$ cat config.mk
export PLATFORM = sky130hd
export DESIGN_NAME = uart_tx_flat
export DESIGN_NICKNAME = d
export VERILOG_FILES = /design/src/rtl/uart_pkg.sv /design/src/rtl/uart_tx_if.sv /design/src/rtl/uart_tx_parity.sv /design/src/rtl/uart_tx.sv /design/src/flat_wrapper.sv
export SDC_FILE = /design/constraint.sdc
export NUM_CORES = 1
export LEC_CHECK = 0
export BUFFER_PORTS_ARGS = -buffer_cell sky130_fd_sc_hd__clkbuf_2
export CAP_MARGIN = 10
export CELL_PAD_IN_SITES_DETAIL_PLACEMENT = 2
export CELL_PAD_IN_SITES_GLOBAL_PLACEMENT = 2
export CORE_MARGIN = 3
export CORE_UTILIZATION = 37
export DETAILED_ROUTE_END_ITERATION = 7
export PLACE_DENSITY = 0.89
export SLEW_MARGIN = 40
export SYNTH_ARGS = -nofsm -noshare
export SYNTH_HDL_FRONTEND = slang
export SYNTH_HIERARCHICAL = 1
export SYNTH_SLANG_ARGS = --single-unit
$ cat constraint.sdc
create_clock -name i_clk -period 4.6 [get_ports i_clk]
set_input_delay 0.92 -clock i_clk [delete_from_list [all_inputs] [get_ports i_clk]]
set_output_delay 0.92 -clock i_clk [all_outputs]
set_load 0.05 [all_outputs]
$ cat src/rtl/uart_pkg.sv
`default_nettype none
// ============================================================================
// Module   : uart_pkg
// Brief    : Shared state encoding, width default and parity constants for uart_tx.
// Revision : 1.0
// ============================================================================
package uart_pkg;

  localparam int DEFAULT_DATA_WIDTH = 8;

  localparam logic PAR_EVEN = 1'b0;
  localparam logic PAR_ODD  = 1'b1;

  typedef enum logic [2:0] {
    IDLE   = 3'd0,
    START  = 3'd1,
    DATA   = 3'd2,
    PARITY = 3'd3,
    STOP   = 3'd4
  } state_t;

endpackage
`default_nettype wire

$ cat src/rtl/uart_tx_if.sv
`default_nettype none
// ============================================================================
// Module   : uart_tx_if
// Brief    : Request/serial-line bundle between a byte source and uart_tx.
// Revision : 1.0
// ============================================================================
interface uart_tx_if
  import uart_pkg::*;
#(
  parameter int DATA_WIDTH = DEFAULT_DATA_WIDTH
);

  logic [DATA_WIDTH-1:0] i_data;
  logic                  i_data_valid;
  logic                  i_par_en;
  logic                  i_par_typ;
  logic                  o_tx_out;
  logic                  o_busy;

  modport master (
    output i_data, i_data_valid, i_par_en, i_par_typ,
    input  o_tx_out, o_busy
  );

  modport slave (
    input  i_data, i_data_valid, i_par_en, i_par_typ,
    output o_tx_out, o_busy
  );

endinterface
`default_nettype wire

$ cat src/rtl/uart_tx_parity.sv
`default_nettype none
// ============================================================================
// Module   : uart_tx_parity
// Brief    : Combinational even/odd parity over the latched payload.
// Revision : 1.0
// ============================================================================
module uart_tx_parity
  import uart_pkg::*;
#(
  parameter int DATA_WIDTH = DEFAULT_DATA_WIDTH
) (
  input  logic [DATA_WIDTH-1:0] data,
  input  logic                  par_typ,
  output logic                  par_bit
);

  assign par_bit = (^data) ^ (par_typ == PAR_ODD);

endmodule
`default_nettype wire

$ cat src/rtl/uart_tx.sv
`default_nettype none
// ============================================================================
// Module   : uart_tx
// Brief    : UART frame serializer, one bit per i_clk edge, registered outputs.
//            Parity state/logic present only when UART_TX_PARITY_EN is defined.
// Revision : 1.0
// ============================================================================
module uart_tx
  import uart_pkg::*;
#(
  parameter int DATA_WIDTH = DEFAULT_DATA_WIDTH
) (
  input  logic      i_clk,
  input  logic      i_rst,
  uart_tx_if.slave  bus
);

  localparam int                 CNT_W    = (DATA_WIDTH > 1) ? $clog2(DATA_WIDTH) : 1;
  localparam logic [CNT_W-1:0]   LAST_BIT = CNT_W'(DATA_WIDTH - 1);

  state_t                  state, state_nxt;
  logic [CNT_W-1:0]        bit_cnt, bit_cnt_nxt, cnt_inc;
  logic [DATA_WIDTH-1:0]   data_q, data_nxt;
  logic                    tx_q, tx_nxt;
  logic                    busy_q, busy_nxt;

`ifdef UART_TX_PARITY_EN
  logic par_en_q, par_en_nxt;
  logic par_typ_q, par_typ_nxt;
  logic par_bit;

  uart_tx_parity #(
    .DATA_WIDTH (DATA_WIDTH)
  ) u_parity (
    .data    (data_q),
    .par_typ (par_typ_q),
    .par_bit (par_bit)
  );
`endif

  assign cnt_inc = bit_cnt + 1'b1;

  always_ff @(posedge i_clk or negedge i_rst) begin
    if (!i_rst) begin
      state     <= IDLE;
      bit_cnt   <= '0;
      data_q    <= '0;
      tx_q      <= 1'b1;
      busy_q    <= 1'b0;
`ifdef UART_TX_PARITY_EN
      par_en_q  <= 1'b0;
      par_typ_q <= 1'b0;
`endif
    end else begin
      state     <= state_nxt;
      bit_cnt   <= bit_cnt_nxt;
      data_q    <= data_nxt;
      tx_q      <= tx_nxt;
      busy_q    <= busy_nxt;
`ifdef UART_TX_PARITY_EN
      par_en_q  <= par_en_nxt;
      par_typ_q <= par_typ_nxt;
`endif
    end
  end

  // Outputs are computed for the state being entered so they register cleanly.
  always_comb begin
    state_nxt   = state;
    bit_cnt_nxt = bit_cnt;
    data_nxt    = data_q;
    tx_nxt      = tx_q;
    busy_nxt    = busy_q;
`ifdef UART_TX_PARITY_EN
    par_en_nxt  = par_en_q;
    par_typ_nxt = par_typ_q;
`endif
    case (state)
      IDLE: begin
        tx_nxt   = 1'b1;
        busy_nxt = 1'b0;
        if (bus.i_data_valid) begin
          state_nxt   = START;
          data_nxt    = bus.i_data;
          tx_nxt      = 1'b0;
          busy_nxt    = 1'b1;
`ifdef UART_TX_PARITY_EN
          par_en_nxt  = bus.i_par_en;
          par_typ_nxt = bus.i_par_typ;
`endif
        end
      end
      START: begin
        state_nxt   = DATA;
        bit_cnt_nxt = '0;
        tx_nxt      = data_q[0];
        busy_nxt    = 1'b1;
      end
      DATA: begin
        busy_nxt = 1'b1;
        if (bit_cnt == LAST_BIT) begin
          bit_cnt_nxt = '0;
`ifdef UART_TX_PARITY_EN
          if (par_en_q) begin
            state_nxt = PARITY;
            tx_nxt    = par_bit;
          end else begin
            state_nxt = STOP;
            tx_nxt    = 1'b1;
          end
`else
          state_nxt = STOP;
          tx_nxt    = 1'b1;
`endif
        end else begin
          bit_cnt_nxt = cnt_inc;
          tx_nxt      = data_q[cnt_inc];
        end
      end
`ifdef UART_TX_PARITY_EN
      PARITY: begin
        state_nxt = STOP;
        tx_nxt    = 1'b1;
        busy_nxt  = 1'b1;
      end
`endif
      STOP: begin
        state_nxt = IDLE;
        tx_nxt    = 1'b1;
        busy_nxt  = 1'b0;
      end
      default: begin
        state_nxt   = IDLE;
        bit_cnt_nxt = '0;
        tx_nxt      = 1'b1;
        busy_nxt    = 1'b0;
      end
    endcase
  end

  assign bus.o_tx_out = tx_q;
  assign bus.o_busy   = busy_q;

endmodule
`default_nettype wire

$ cat src/flat_wrapper.sv
// flat-port wrapper written by rule: the top's interface ports become plain ports
module uart_tx_flat import uart_pkg::*;
#(
  parameter int DATA_WIDTH = DEFAULT_DATA_WIDTH
)
  (i_clk, i_rst, bus_i_data, bus_i_data_valid, bus_i_par_en, bus_i_par_typ, bus_o_tx_out, bus_o_busy);
  uart_tx_if #(.DATA_WIDTH(DATA_WIDTH)) bus_i ();
  input  logic i_clk;
  input  logic i_rst;
  input wire logic [$bits(bus_i.i_data)-1:0] bus_i_data;
  input wire logic [$bits(bus_i.i_data_valid)-1:0] bus_i_data_valid;
  input wire logic [$bits(bus_i.i_par_en)-1:0] bus_i_par_en;
  input wire logic [$bits(bus_i.i_par_typ)-1:0] bus_i_par_typ;
  output wire logic [$bits(bus_i.o_tx_out)-1:0] bus_o_tx_out;
  output wire logic [$bits(bus_i.o_busy)-1:0] bus_o_busy;
  assign bus_i.i_data = bus_i_data;
  assign bus_i.i_data_valid = bus_i_data_valid;
  assign bus_i.i_par_en = bus_i_par_en;
  assign bus_i.i_par_typ = bus_i_par_typ;
  assign bus_o_tx_out = bus_i.o_tx_out;
  assign bus_o_busy = bus_i.o_busy;
  uart_tx #(.DATA_WIDTH(DATA_WIDTH)) u_core (.i_clk(i_clk), .i_rst(i_rst), .bus(bus_i));
endmodule
# ---- Word-level counts from Yosys, hierarchy flattened
# Cells that the tools add are included.
# W data, S select, Z words.
dict set report totals {
  ff_bits 16
  latchBits 0
  mem_bits_ro 0
  memories 0
  ramBits 0
  word_cells 30
}
dict set report op_classes {
  shifts 0
  add_sub_neg 1
  magnitude_cmp 1
  n_reduce_logical 5
  bitwise 0
  eq_ne 6
  n_mux 12
  mul 0
  n_div 0
}
# operator count
set op_table {}
lappend op_table {{$mux W3} 3}
lappend op_table {{$pmux W3 S3} 1}
lappend op_table {{$eq A3 B3 Y1 const B} 2}
lappend op_table {{$pmux W3 S2} 1}
lappend op_table {{$lt A3 B4 Y1 const B} 1}
lappend op_table {{$mux W1} 4}
lappend op_table {{$reduce_and A2 Y1} 2}
lappend op_table {{$reduce_or A2 Y1} 2}
lappend op_table {{$add A3 B1 Y3 const B} 1}
lappend op_table {{$bmux W1 S3} 1}
lappend op_table {{$eq A3 B1 Y1 const B} 1}
lappend op_table {{$eq A3 B2 Y1 const B} 1}
lappend op_table {{$logic_not A3 Y1} 1}
lappend op_table {{$pmux W1 S3} 1}
lappend op_table {{$ne A2 B1 Y1 const B} 1}
lappend op_table {{$ne A2 B2 Y1 const B} 1}
lappend op_table {{$pmux W1 S2} 1}

# ---- Logic depth before layout (Yosys ltp)
# Gate-level depths: netlist (run 1).
dict set report depth {
  depth_word 5
  mapped_depth 5
  ltp_nobuf 5
}

# ---- Worst setup path before layout (run 1)
# No wires, ideal clock.
dict set report synth_path {
  path_type {input-to-reg}
  startpoint {input port bus_i_data_valid}
  endpoint {register u_core.data_q[0]}
  stages 2
  path_buffers 0
  setup_slack_ns 2.786
  t_required_ns 4.475
  t_arrival_ns 1.689
  cell_sequence {nor4b_4 mux2_2}
}
dict set report synth_between {
  elab_chain_cells 1
}
# item line
set synth_lines {}
lappend synth_lines {{start: declaration} flat_wrapper.sv:11} ;# input wire logic [$bits(bus_i.i_data_valid)-1:0] bus_i_data_valid;
lappend synth_lines {{$reduce_and A2 Y1 (no source line)} --}
lappend synth_lines {{end signal: assignment} uart_tx.sv:57} ;# data_q <= data_nxt;
lappend synth_lines {{end: declaration} uart_tx.sv:23} ;# logic [DATA_WIDTH-1:0] data_q, data_nxt;
# Every way passes these cells.
# A chain may end at the register's enable or synchronous reset.

# ---- Worst setup path in the final report (run 1)
dict set report layout_path {
  startpoint {register u_core.tx_q (netlist: u_core/bus.o_tx_out)}
  endpoint {output port bus_o_tx_out}
}
# item line
set layout_lines {}
lappend layout_lines {{start: declaration} uart_tx.sv:24} ;# logic tx_q, tx_nxt;
lappend layout_lines {{start signal: assignment} uart_tx.sv:58} ;# tx_q <= tx_nxt;
lappend layout_lines {{end: declaration} flat_wrapper.sv:14} ;# output wire logic [$bits(bus_i.o_tx_out)-1:0] bus_o_tx_out;
# No word-level cell between the ends.

==> tab_implementation.tex, run 1 <==
\begin{tabular}{lr}
\hline
Metric & Value \\
\hline
\multicolumn{2}{l}{\textbf{Floorplan}} \\
Overall die area & 0.00262 mm² \\
Chip width & 51.2 µm \\
Effective utilization at floorplan & 41.4\% \\
Std cell rows & 15 \\
Height of the die & 51.2 µm \\
I/O pin count & 15 \\
Core area & 0.00182 mm² \\
\multicolumn{2}{l}{\textbf{Drt}} \\
Count of routing violations after the opening detailed-route iteration & 1 \\
Average wire per standard cell & 16.4 µm \\
Detailed-route vias per instance & 5.24 \\
Final Routed Wirelength & 1.57 mm \\
Detailed-routing iteration count for the pre-antenna-repair pass & 3 \\
DRC violations left & 0 \\
Routed Antenna Nets & 0 \\
Via count of the routed design & 503 \\
\multicolumn{2}{l}{\textbf{Global routing}} \\
Global routing usage on met1 & 16.1\% \\
Total Routing Usage GR & 14.7\% \\
Antenna violations before repair & 0 \\
Met3 Use GR & 2.92\% \\
Wire length of the first global-routing pass & 2.69 mm \\
Via count of the first global-routing pass & 573 \\
GR peak layer & met2 \\
Largest net degree at the start of global routing & 17 \\
Met2 global-route usage & 26.4\% \\
Global-route congestion overflow total & 0 \\
\multicolumn{2}{l}{\textbf{Clocking}} \\
Clock latency at the later pin of the worst-skew pair & 280 ps \\
Clk sinks & 16 \\
Number of CTS-inserted buffers & 3 \\
Clock tree from TritonCTS & yes \\
Post CTS Setup Buffer Count & 0 \\
Clock slew at reported path FFs & 80 ps \\
Number of resized instances in the post-cts repair step & 0 \\
Number of H-tree levels & 1 \\
Max Root-Sink Buffers & 2 \\
CTS Root Buffer Type & sky130\_fd\_sc\_hd\_\_clkbuf\_4 \\
Number of buffers inserted for hold repair after clock tree synthesis & 0 \\
\multicolumn{2}{l}{\textbf{Timing}} \\
Max-slew violation count & 0 \\
Setup-violating endpoint count in the final report & 0 \\
Count of final hold-check violations & 0 \\
Top achievable clock speed & 507 MHz \\
Worst slew slack as a fraction of its limit & 58.2\% \\
Total negative setup slack & 0 ps \\
RSZ-0062 raised after global routing & no \\
Fin crit period & 1970 ps \\
Final clock skew & 13.2 ps \\
Slew of the pin with the lowest slew margin & 624 ps \\
Final period util & 42.9\% \\
\multicolumn{2}{l}{\textbf{Synth}} \\
\#FFs+latches synth & 16 \\
Number of instances in the synthesized netlist & 58 \\
Post-synthesis sequential area ratio & 53.2\% \\
Synthesized area divided by synthesized cell count & 13.0 µm² \\
Post-Syn Nets & 73 \\
Synth unique cells & 21 \\
Synthesized area & 754 µm² \\
Yosys warnings & 6 \\
\multicolumn{2}{l}{\textbf{Run status}} \\
Status & finished, final reports clean \\
\multicolumn{2}{l}{\textbf{Setup path}} \\
Maximum fanout along the worst path & 1 \\
Buffers \& Inverters on Critical Path & 1 \\
Top cell family by delay on the critical path & flip-flops \\
Critical Path, Cell by Cell & clkbuf\_2 \\
Worst endpoint required time & 3680 ps \\
WS Path Type & reg -> out \\
Critical Path Source Type & register \\
Setup crit end kind & output port \\
Delay of the slowest cell on the worst path & 520 ps \\
Endpoint arrival time on the critical path & 1050 ps \\
Critical path's slowest cell & sky130\_fd\_sc\_hd\_\_dfstp\_2 \\
\multicolumn{2}{l}{\textbf{Cells and area}} \\
Share of final-layout standard cells stronger than drive strength 1 & 40.8\% \\
Number of filler instances in the final layout & 193 \\
Area of combinational cells with multiple inputs & 334 µm² \\
Most common cell after layout, fill and taps aside & sky130\_fd\_sc\_hd\_\_dfrtp\_1 \\
Combined flip-flop and latch cell area & 402 µm² \\
Total inserted antenna cells & 0 \\
Synth-to-layout area growth & 13.1\% \\
Most frequent cells in the layout & 15 x sky130\_fd\_sc\_hd\_\_dfrtp\_1, 12 x sky130\_fd\_sc\_hd\_\_clkbuf\_2, 10 x sky130\_fd\_sc\_hd\_\_mux2\_2 \\
Post-route cell area & 853 µm² \\
Number of nets in the finished design & 87 \\
\multicolumn{2}{l}{\textbf{Power}} \\
Switching power of the nets & 0.000221 W \\
Reported leakage power & 0.374 nW \\
Switching fraction of total power & 37.6\% \\
Relative contribution of the clock network to total power & 12.7\% \\
Sequential cell fraction of total power & 46.0\% \\
Total power divided by cell area & 690 mW/mm² \\
Total internal power & 0.000368 W \\
Maximum ir drop on the vdd rail & 281 µV \\
Combinational Power Share & 41.2\% \\
\multicolumn{2}{l}{\textbf{Placed design}} \\
Gp weighted congestion & 0.694 \\
Count of buffers from port buffering & 12 \\
Area after detailed placement & 827 µm² \\
Half-perimeter wire length of the detailed placement result & 1.18 mm \\
\multicolumn{2}{l}{\textbf{Hold path}} \\
Hold crit path type & reg -> reg \\
\multicolumn{2}{l}{\textbf{Flow run}} \\
Number of violations of the max-capacitance limit & 0 \\
\hline
\end{tabular}
[registers in the layout, summed over array words and instances (netlist names)]
register and flops:
u_core/bus.o_tx_out 1, u_core/data_q 8, u_core/bus.o_busy 1, u_core/state 3
u_core/bit_cnt 3
[metal layers]
layer / up-vias / routed length (µm)
met1: 257 / 635
met3: 2 / 56
li1: 237 / -
met5: - / 0
met2: 7 / 862
met4: 0 / 17
[per-stage QoR]
stage,setup slack [ps],power [W],instances,hold WS (ps),util [%]
4_1_cts,2610,0.000598,96,519,46.9
3_5_place_dp,2470,0.000517,92,493,45.4
5_1_grt,2570,0.000639,96,539,46.9
3_3_place_gp,2550,0.000495,92,485,45.4
6_report,2630,0.000589,96,513,46.9
2_1_floorplan,2790,0.000454,58,475,-
[worst paths after layout]
path | from | endpoint | slack, ps | cells past startpoint
max | u_core/bus.o_tx_out$_DFF_PN1_ | bus_o_tx_out | 2630 | 1
min | u_core/data_q[5]$_DFFE_PN0P_ | u_core/data_q[5]$_DFFE_PN0P_ | 510 | 1
max reg2reg | u_core/bit_cnt[0]$_DFFE_PN0N_ | u_core/bit_cnt[0]$_DFFE_PN0N_ | 2730 | 5
min in group asynchronous | i_rst | u_core/bus.o_busy$_DFF_PN0_ | 540 | 1
max in group asynchronous | i_rst | u_core/bus.o_tx_out$_DFF_PN1_ | 3730 | 1
min reg2reg | u_core/data_q[5]$_DFFE_PN0P_ | u_core/data_q[5]$_DFFE_PN0P_ | 510 | 1
[power by group through the flow]
stage          sequential [W]  combinational (W)  clock [W]
2_1_floorplan        0.000274           0.000180          0
3_3_place_gp         0.000267           0.000228          0
3_5_place_dp         0.000274           0.000244          0
4_1_cts              0.000272           0.000247  0.0000798
5_1_grt              0.000284           0.000266  0.0000889
6_report             0.000271           0.000243  0.0000750
[Yosys cell counts]
cell | instances | share of area [%]
sky130_fd_sc_hd__ha_1 | 2 | 3.3
sky130_fd_sc_hd__nor3_1 | 3 | 2.0
sky130_fd_sc_hd__nand3b_1 | 2 | 2.0
sky130_fd_sc_hd__nor2b_1 | 1 | 0.83
sky130_fd_sc_hd__clkbuf_1 | 2 | 1.0
sky130_fd_sc_hd__a31oi_1 | 1 | 0.83
sky130_fd_sc_hd__mux2i_1 | 1 | 1.3
sky130_fd_sc_hd__mux2_2 | 10 | 15
sky130_fd_sc_hd__a21oi_1 | 2 | 1.3
sky130_fd_sc_hd__nand2_1 | 2 | 1.0
sky130_fd_sc_hd__or3_2 | 1 | 1.0
sky130_fd_sc_hd__buf_6 | 1 | 1.5
sky130_fd_sc_hd__a211oi_1 | 2 | 2.0
sky130_fd_sc_hd__nor4b_4 | 1 | 3.2
sky130_fd_sc_hd__dfrtp_1 | 15 | 50
sky130_fd_sc_hd__mux4_2 | 1 | 3.0
sky130_fd_sc_hd__or3_1 | 1 | 0.83
sky130_fd_sc_hd__a41oi_1 | 1 | 1.2
sky130_fd_sc_hd__nor2_1 | 3 | 1.5
sky130_fd_sc_hd__dfstp_2 | 1 | 3.5
sky130_fd_sc_hd__nand2b_1 | 5 | 4.1
[worst reg2reg max path: cells and delay by family, from the launching register on]
kind,cells,cell delay [ps]
AND/OR/NAND/NOR,2,640
adder cells (fa/ha/maj),2,470
AO/OA/AOI/OAI,1,200
flip-flops,1,490
[final cells by class]
class                           count  area share [%]
Sequential cell                    16            47.1
Multi-Input combinational cell     39            39.1
Timing Repair Buffer               12            7.04
Tap cell                           25            3.67
Clock buffer                        4            3.08
[cells by family (layout without fill, tap and decap cells)]
family | count (synthesis) | in the layout | share of synthesized area, %
AO/OA/AOI/OAI | 6 | 6 | 5.31
AND/OR/NAND/NOR | 19 | 19 | 16.4
flip-flops | 16 | 16 | 53.2
multiplexers | 12 | 12 | 19.2
adder cells (fa/ha/maj) | 2 | 2 | 3.32
buffers and inverters | 3 | 16 | 2.49
Power figures use the tool's default switching activity.
==> run 2: changes to the inputs <==
--- a/config.mk
+++ b/config.mk
@@ -10,9 +10,9 @@
 export CELL_PAD_IN_SITES_DETAIL_PLACEMENT = 2
 export CELL_PAD_IN_SITES_GLOBAL_PLACEMENT = 2
 export CORE_MARGIN = 3
-export CORE_UTILIZATION = 37
+export CORE_UTILIZATION = 31
 export DETAILED_ROUTE_END_ITERATION = 7
-export PLACE_DENSITY = 0.89
+export PLACE_DENSITY = 0.8
 export SLEW_MARGIN = 40
 export SYNTH_ARGS = -nofsm -noshare
 export SYNTH_HDL_FRONTEND = slang
==> constraint.sdc (replaced) <==
create_clock -name i_clk -period 1.78 [get_ports i_clk]
set_input_delay 0.356 -clock i_clk [delete_from_list [all_inputs] [get_ports i_clk]]
set_output_delay 0.356 -clock i_clk [all_outputs]
set_load 0.05 [all_outputs]
==> run 2 against run 1 <==
Compared with the run above: core utilization is 6.6 points lower; largest power group is now combinational logic; final area is 6.3% higher; sequential share of layout area fell by 2.8 points.
==> tab_implementation.tex, run 2 (synthesis results as in run 1) <==
\begin{tabular}{lr}
\hline
Metric & Value \\
\hline
\multicolumn{2}{l}{\textbf{Floorplan}} \\
Height of the die & 55.3 µm (was 51.2 µm) \\
Overall die area & 0.00306 mm² (was 0.00262 mm²) \\
Std cell rows & 17 (was 15) \\
Effective utilization at floorplan & 33.5\% (was 41.4\%) \\
Core area & 0.00225 mm² (was 0.00182 mm²) \\
Chip width & 55.3 µm (was 51.2 µm) \\
I/O pin count & 15 (unchanged) \\
\multicolumn{2}{l}{\textbf{Clocking}} \\
CTS Root Buffer Type & sky130\_fd\_sc\_hd\_\_clkbuf\_4 (unchanged) \\
Clock slew at reported path FFs & 100 ps (was 80 ps) \\
Clock latency at the later pin of the worst-skew pair & 280 ps (about the same) \\
Number of H-tree levels & 1 (unchanged) \\
Number of resized instances in the post-cts repair step & 0 (unchanged) \\
Number of CTS-inserted buffers & 3 (unchanged) \\
Clk sinks & 16 (unchanged) \\
Number of buffers inserted for hold repair after clock tree synthesis & 1 (was 0) \\
Clock tree from TritonCTS & yes (unchanged) \\
Max Root-Sink Buffers & 2 (unchanged) \\
Post CTS Setup Buffer Count & 0 (unchanged) \\
\multicolumn{2}{l}{\textbf{Timing}} \\
Smallest setup slack after layout & 120 ps (was 2630 ps) \\
Total negative setup slack & 0 ps (unchanged) \\
Setup-violating endpoint count in the final report & 0 (unchanged) \\
RSZ-0062 raised after global routing & no (unchanged) \\
Final clock skew & 5.15 ps (was 13.2 ps) \\
Count of final hold-check violations & 0 (unchanged) \\
Final period util & 93.3\% \\
Worst slew slack as a fraction of its limit & 72.4\% (was 58.2\%) \\
Slew of the pin with the lowest slew margin & 413 ps (was 624 ps) \\
Fin crit period & 1660 ps \\
Top achievable clock speed & 602 MHz \\
Max-slew violation count & 0 (unchanged) \\
\multicolumn{2}{l}{\textbf{Setup path}} \\
Worst endpoint required time & 1980 ps (was 3680 ps) \\
WS Path Type & reg -> reg (was reg -> out) \\
Maximum fanout along the worst path & 4 (was 1) \\
Critical Path Source Type & register (unchanged) \\
Endpoint arrival time on the critical path & 1860 ps (was 1050 ps) \\
Setup crit end kind & register (was output port) \\
\multicolumn{2}{l}{\textbf{Global routing}} \\
Antenna violations before repair & 0 (unchanged) \\
Wire length of the first global-routing pass & 2.73 mm (was 2.69 mm) \\
Via count of the first global-routing pass & 591 (was 573) \\
Total Routing Usage GR & 11.2\% (was 14.7\%) \\
Global-route congestion overflow total & 0 (unchanged) \\
Largest net degree at the start of global routing & 17 (unchanged) \\
\multicolumn{2}{l}{\textbf{Placed design}} \\
Half-perimeter wire length of the detailed placement result & 1.16 mm (was 1.18 mm) \\
Count of buffers from port buffering & 12 (unchanged) \\
Worst slack, placed & 149 ps (was 2470 ps) \\
Area after detailed placement & 861 µm² (was 827 µm²) \\
Gp weighted congestion & 0.773 (was 0.694) \\
\multicolumn{2}{l}{\textbf{Cells and area}} \\
Register containing the most flip-flops in the final layout & u\_core/data\_q (unchanged) \\
Synth-to-layout area growth & 20.2\% (was 13.1\%) \\
Most common cell after layout, fill and taps aside & sky130\_fd\_sc\_hd\_\_dfrtp\_1 (unchanged) \\
Total inserted antenna cells & 0 (unchanged) \\
Largest register FFs & 8 (unchanged) \\
Most frequent cells in the layout & 15 x sky130\_fd\_sc\_hd\_\_dfrtp\_1, 12 x sky130\_fd\_sc\_hd\_\_clkbuf\_2, 10 x sky130\_fd\_sc\_hd\_\_mux2\_2 (unchanged) \\
Post-route cell area & 907 µm² (was 853 µm²) \\
Post-route core utilization & 40.2\% (was 46.9\%) \\
Number of nets in the finished design & 92 (was 87) \\
Biggest registers after layout & u\_core/data\_q x8, u\_core/bit\_cnt x3, u\_core/state x3 (unchanged) \\
Share of final-layout standard cells stronger than drive strength 1 & 44.7\% (was 40.8\%) \\
\multicolumn{2}{l}{\textbf{Power}} \\
Total power divided by cell area & 1770 mW/mm² (was 690 mW/mm²) \\
Reported leakage power & 0.405 nW (was 0.374 nW) \\
Overall power after layout & 0.00160 W (was 0.000589 W) \\
Maximum ir drop on the vdd rail & 729 µV (was 281 µV) \\
\multicolumn{2}{l}{\textbf{Drt}} \\
Detailed-route vias per instance & 4.95 (was 5.24) \\
DRC violations left & 0 (unchanged) \\
Via count of the routed design & 515 (was 503) \\
Average wire per standard cell & 15.0 µm (was 16.4 µm) \\
Detailed-routing iteration count for the pre-antenna-repair pass & 1 (was 3) \\
Final Routed Wirelength & 1.56 mm (was 1.57 mm) \\
Count of routing violations after the opening detailed-route iteration & 0 (was 1) \\
Routed Antenna Nets & 0 (unchanged) \\
\multicolumn{2}{l}{\textbf{Run status}} \\
Status & finished, final reports clean (unchanged) \\
\multicolumn{2}{l}{\textbf{Flow run}} \\
Number of violations of the max-capacitance limit & 0 (unchanged) \\
\multicolumn{2}{l}{\textbf{Hold path}} \\
Hold crit path type & in -> reg (was reg -> reg) \\
\hline
\end{tabular}
## run 2: power breakdown
part	internal, W	switching [W]	total [W]
registers	0.000537	0.000117	0.000653
logic	0.000361	0.000344	0.000705
clock network	0.000124	0.000120	0.000244
total	0.00102	0.000581	0.00160
## run 2: area by class of cell
type,instances,area [µm²]
clock buffers,4,36.3
fillers,256,1350
multi-input cells,39,334
flip-flops and latches,16,402
well taps,28,35.0
repair buffers,17,100
## run 2: path summary, 6_finish.rpt
path	startpoint	endpoint	slack (ps)	cells after the start
setup / recovery	u_core/bit_cnt[0]$_DFFE_PN0N_	u_core/bus.o_tx_out$_DFF_PN1_	120	4
hold / removal	bus_i_data[1]	u_core/data_q[1]$_DFFE_PN0P_	300	2
setup reg to reg	u_core/bit_cnt[0]$_DFFE_PN0N_	u_core/bus.o_tx_out$_DFF_PN1_	120	4
hold reg to reg	u_core/data_q[7]$_DFFE_PN0P_	u_core/data_q[7]$_DFFE_PN0P_	510	1
max in group asynchronous	i_rst	u_core/bus.o_tx_out$_DFF_PN1_	940	2
min in group asynchronous	i_rst	u_core/bus.o_busy$_DFF_PN0_	520	2
## run 2: worst max-delay path, cell delays in order (launching register included)
cell,delay (ps)
sky130_fd_sc_hd__dfrtp_1,400
sky130_fd_sc_hd__ha_1,210
sky130_fd_sc_hd__ha_1,340
sky130_fd_sc_hd__or3_1,370
sky130_fd_sc_hd__a41oi_1,260
## run 2: routing by layer
layer / track usage (%) / up-vias / wire length, µm
li1: - / 244 / -
met1: 13.6 / 261 / 704
met2: 18.9 / 10 / 798
met3: 4.21 / 0 / 59
met4: 2.08 / 0 / 0
met5: 0 / - / 0
## run 2: metrics by stage
step	hold WS, ps	std cells
after floorplan	60.4	58
after global placement	300	99
after detailed placement	313	99
after CTS	285	104
after global routing	279	104
final	295	104
